## src/rtl/f5_ctrl.sv

```systemverilog
// F5 buffer controller: sequences one frame of F5 RAM writes, then a paced 16 x N_POS readout to F6.
// Optional sticky protocol-error flag `err` is built when F5_CTRL_ERR_EN is defined.
module f5_ctrl #(
  parameter int unsigned N_POS  = 25,
  parameter int unsigned RD_LAT = 3
) (
  input  logic       clk,
  input  logic       rst,
  input  logic       start,
  input  logic       c5_valid,
  output logic       c5_ready,
  output logic       f5_wr_en,
  output logic [4:0] f5_waddr,
  output logic [4:0] f5_raddr,
  output logic [3:0] f5_sel,
  input  logic       f6_ready,
  output logic       f6_valid,
  output logic       f6_last,
  output logic       busy,
  output logic       done
`ifdef F5_CTRL_ERR_EN
  ,
  output logic       err
`endif
);

  typedef enum logic [1:0] {
    S_IDLE,
    S_WRITE,
    S_READ,
    S_DRAIN
  } state_t;

  localparam logic [4:0] LAST_POS = 5'(N_POS - 1);
  localparam logic [3:0] LAST_SEL = 4'hF;

  state_t            r_state;
  state_t            w_next;
  logic [4:0]        r_wcnt;
  logic [4:0]        r_pos;
  logic [3:0]        r_sel;
  logic [RD_LAT-1:0] r_vpipe;
  logic [RD_LAT-1:0] r_lpipe;

  logic w_issue;
  logic w_pos_last;
  logic w_issue_last;
  logic w_wr_last;

  assign w_pos_last   = (r_pos == LAST_POS);
  assign w_issue_last = w_issue && w_pos_last && (r_sel == LAST_SEL);
  assign w_wr_last    = f5_wr_en && (r_wcnt == LAST_POS);

  always_comb begin
    w_next   = r_state;
    c5_ready = 1'b0;
    w_issue  = 1'b0;
    case (r_state)
      S_IDLE: begin
        if (start) w_next = S_WRITE;
      end
      S_WRITE: begin
        c5_ready = 1'b1;
        if (c5_valid && (r_wcnt == LAST_POS)) w_next = S_READ;
      end
      S_READ: begin
        w_issue = f6_ready;
        if (w_issue && w_pos_last && (r_sel == LAST_SEL)) w_next = S_DRAIN;
      end
      S_DRAIN: begin
        if (r_lpipe[RD_LAT-1]) w_next = S_IDLE;
      end
      default: w_next = S_IDLE;
    endcase
  end

  assign f5_wr_en = c5_ready & c5_valid;
  assign f5_waddr = r_wcnt;
  assign f5_raddr = r_pos;
  assign f5_sel   = r_sel;
  assign f6_valid = r_vpipe[RD_LAT-1];
  assign f6_last  = r_lpipe[RD_LAT-1];
  assign busy     = (r_state != S_IDLE);
  assign done     = (r_state == S_DRAIN) && r_lpipe[RD_LAT-1];

  always_ff @(posedge clk) begin
    if (rst) begin
      r_state <= S_IDLE;
      r_wcnt  <= '0;
      r_pos   <= '0;
      r_sel   <= '0;
      r_vpipe <= '0;
      r_lpipe <= '0;
    end else begin
      r_state <= w_next;
      if (f5_wr_en) r_wcnt <= w_wr_last ? '0 : r_wcnt + 5'd1;
      // Counters wrap to 0/0 after the final issue, so each frame starts at word 0.
      if (w_issue) begin
        if (w_pos_last) begin
          r_pos <= '0;
          r_sel <= r_sel + 4'd1;
        end else begin
          r_pos <= r_pos + 5'd1;
        end
      end
      r_vpipe <= RD_LAT'({r_vpipe, w_issue});
      r_lpipe <= RD_LAT'({r_lpipe, w_issue_last});
    end
  end

`ifdef F5_CTRL_ERR_EN
  always_ff @(posedge clk) begin
    if (rst) begin
      err <= 1'b0;
    end else if ((c5_valid && (r_state != S_WRITE)) || (start && busy)) begin
      err <= 1'b1;
    end
  end
`endif

endmodule

```

## config.mk

```make
export PLATFORM = sky130hd
export DESIGN_NAME = f5_ctrl
export DESIGN_NICKNAME = d
export VERILOG_FILES = /design/src/rtl/f5_ctrl.sv
export SDC_FILE = /design/constraint.sdc
export NUM_CORES = 1
export LEC_CHECK = 0
export ABC_AREA = 1
export CAP_MARGIN = 20
export CORE_MARGIN = 8
export CORE_UTILIZATION = 50
export CTS_CLUSTER_DIAMETER = 80
export DETAILED_ROUTE_END_ITERATION = 10
export DONT_BUFFER_PORTS = 1
export GPL_ROUTABILITY_DRIVEN = 0
export PLACE_DENSITY = 0.72
export SLEW_MARGIN = 0
export SYNTH_ARGS = -nofsm -noshare
export SYNTH_HDL_FRONTEND = slang
export SYNTH_SLANG_ARGS = --single-unit
```

## constraint.sdc

```tcl
create_clock -name clk -period 1.55 [get_ports clk]
set_input_delay 0.31 -clock clk [delete_from_list [all_inputs] [get_ports clk]]
set_output_delay 0.31 -clock clk [all_outputs]
set_load 0.05 [all_outputs]
```

==> flow_summary.json <==
{
  "gr-usage-met2": 0.2125,
  "total_power_mw": 1.653,
  "grtUsageMet1": 0.1096,
  "p_per_area_nw_per_um2": 1196,
  "drc_errors": 0,
  "n_fill_cell": 198,
  "clock_sink_count": 22,
  "cp_max_fo": 4,
  "h-tree-depth": 1,
  "drt_iter0_markers": 11,
  "routed_wl_mm": 2.262,
  "crit_family": "flip-flops",
  "rsz0062_at_grt": "yes",
  "grt_max_degree": 12,
  "critical_path.most_common_cell": "inv_1",
  "die_h_um": 62.96,
  "io_pins": 25,
  "core_um2": 2148,
  "clk_latency_ns": 0.30,
  "busiest_layer": "met2",
  "grt_pass1_vias": 964,
  "track_usage": 0.1151,
  "final_cell_mix": "23 x inv_1, 23 x nor2_1, 18 x buf_4",
  "antenna_found_initial": 0,
  "setup_viol_count_final": 0,
  "period_needed_ns": 1.530,
  "worst_path_max_delay_cell": "dfxtp_4",
  "via_per_inst": 4.841,
  "slowest_delay_ns": 0.39,
  "start_util": 0.5131,
  "die_w_um": 62.96,
  "nets": 183,
  "place_area_um2": 1315,
  "mappedNetlistArea_um2": 1102,
  "end_kind": "primary output",
  "max_slew_margin": 0.6824,
  "area_delta_synth_final_pct": 25.31,
  "min_period_over_period": 0.9870,
  "ys_types": 24,
  "startpoint_type": "flip-flop",
  "outcome": "finished, final reports clean",
  "yosysSeqAreaShare": 0.3995,
  "critPathRequiredTime_ns": 1.24,
  "root_buffer": "clkbuf_4",
  "holdWs_ns": 0.06489,
  "drive_above_1_share": 0.3234,
  "grt_use_met3": 0.03943,
  "ant_nets": 0,
  "postLayoutCellArea_um2": 1381,
  "cp_data_arrival_time_ns": 1.22,
  "synth-seq-cells": 22,
  "ff2ff_setup_slack_ns": 0.15,
  "yosysWarnings": 0,
  "hold_class": "in2reg",
  "cts_tree": "built",
  "clockBufferDepth": 2,
  "vdd_drop_max_mv": 0.6705,
  "max_clock_freq_ghz": 0.6536,
  "vias": 944,
  "dr.pass1.iters": 4,
  "numCtsBuffers": 3,
  "num_rows": 17,
  "max_cap_violations": 0,
  "dp_hpwl_mm": 1.804,
  "diodes": 0,
  "yosysTopAreaCell": "dfxtp_1",
  "finClkSkew_ns": 0.007350,
  "slew_viol_final": 0,
  "crit_type": "reg2out",
  "synth_nets": 158,
  "grt_pass1_wl_mm": 3.822,
  "synthTopCellsByArea": "dfxtp_1 40%, ha_1 10%, inv_1 8.9%, nor2_1 7.8%, nand2_1 5.1%",
  "crit_chain": "inv_1 -> ha_1 -> inv_1 -> buf_6",
  "crit_buf_inv": 3,
  "synth_cells": 144,
  "path_clk_slew_ns": 0.12,
  "p_leak_nw": 0.5812,
  "synth_top_area_share": 0.3995,
  "tightestPinTransition_ns": 0.4757,
  "dieArea_um2": 3963,
  "ctsHoldBuffers": 0,
  "wl_per_cell_um": 11.60,
  "grt.overflow.total": 0,
  "io_buffers": 0,
  "hold_viol_final": 0,
  "avgSynthCellArea_um2": 7.655
}
==> stage by stage <==
stage / TNS [ns] / std cells / util / worst slack, ns
after floorplan: 0 / 144 / - / 0.06134
after global placement: 0 / 190 / 0.6121 / 0.2092
after detailed placement: 0 / 190 / 0.6121 / 0.1048
after CTS: -0.01548 / 194 / 0.6296 / -0.01548
after global routing: -0.1235 / 195 / 0.6430 / -0.05774
final: 0 / 195 / 0.6430 / 0.02012
==> what timing repair did <==
action                     4_1_cts  5_1_grt
gates resized for setup          3        7
pin swaps                        0        1
setup endpoints to repair        2        3
setup buffers                    1        1
==> state kept, by name (all words and copies together) (netlist names) <==
signal / count
f5_sel: 4
f5_waddr: 5
f5_raddr: 5
r_lpipe: 3
r_vpipe: 3
r_state: 2
==> kinds of logic (layout without fill, tap and decap cells) <==
family / Yosys count / in the layout / synth area share
simple gates: 64 / 64 / 0.2985
buf+inv: 31 / 54 / 0.1067
flops: 22 / 22 / 0.3995
compound gates: 15 / 15 / 0.06925
fa+ha+maj: 9 / 9 / 0.1022
xor+xnor: 3 / 3 / 0.02384
==> cell type report <==
class	count	area (um2)	share of cell area
clock buffers	3	22.52	0.01630
inverters	30	117.6	0.08515
multi-input cells	91	569.3	0.4121
flip-flops and latches	22	450.4	0.3261
well taps	28	35.03	0.02536
repair buffers	21	186.4	0.1350
==> per-layer routing <==
metal	up-vias	share of wire
met2	16	0.52
met5	-	0
met1	433	0.43
met4	0	0.0062
met3	2	0.046
li1	493	-
==> cell usage after synthesis (all sizes together) <==
master	count
ha	9
xnor2	1
nand2	21
nand3	7
nor3	5
nor4	1
nor3b	1
dfxtp	22
a21oi	6
nand4	2
clkbuf	1
inv	29
a31oi	1
nor2	27
xor2	2
clkinv	1
o21ai	8
==> final timing paths <==
kind | startpoint | end | cells after the start
worst max-delay path | r_state[0]$_SDFFE_PP0P_ | busy | 4
worst min-delay path | rst | f5_waddr[0]$_SDFFE_PP0P_ | 1
worst max register to register | r_state[0]$_SDFFE_PP0P_ | f5_raddr[4]$_SDFFE_PP0P_ | 8
worst min register to register | r_vpipe[1]$_SDFF_PP0_ | r_vpipe[2]$_SDFF_PP0_ | 2
==> report_power, final <==
group / switching [mW] / internal (mW) / total, mW
clock network: 0.157 / 0.0904 / 0.248
registers: 0.0536 / 0.627 / 0.681
logic: 0.465 / 0.259 / 0.724
total: 0.675 / 0.977 / 1.65
Power figures use the tool's default switching activity.
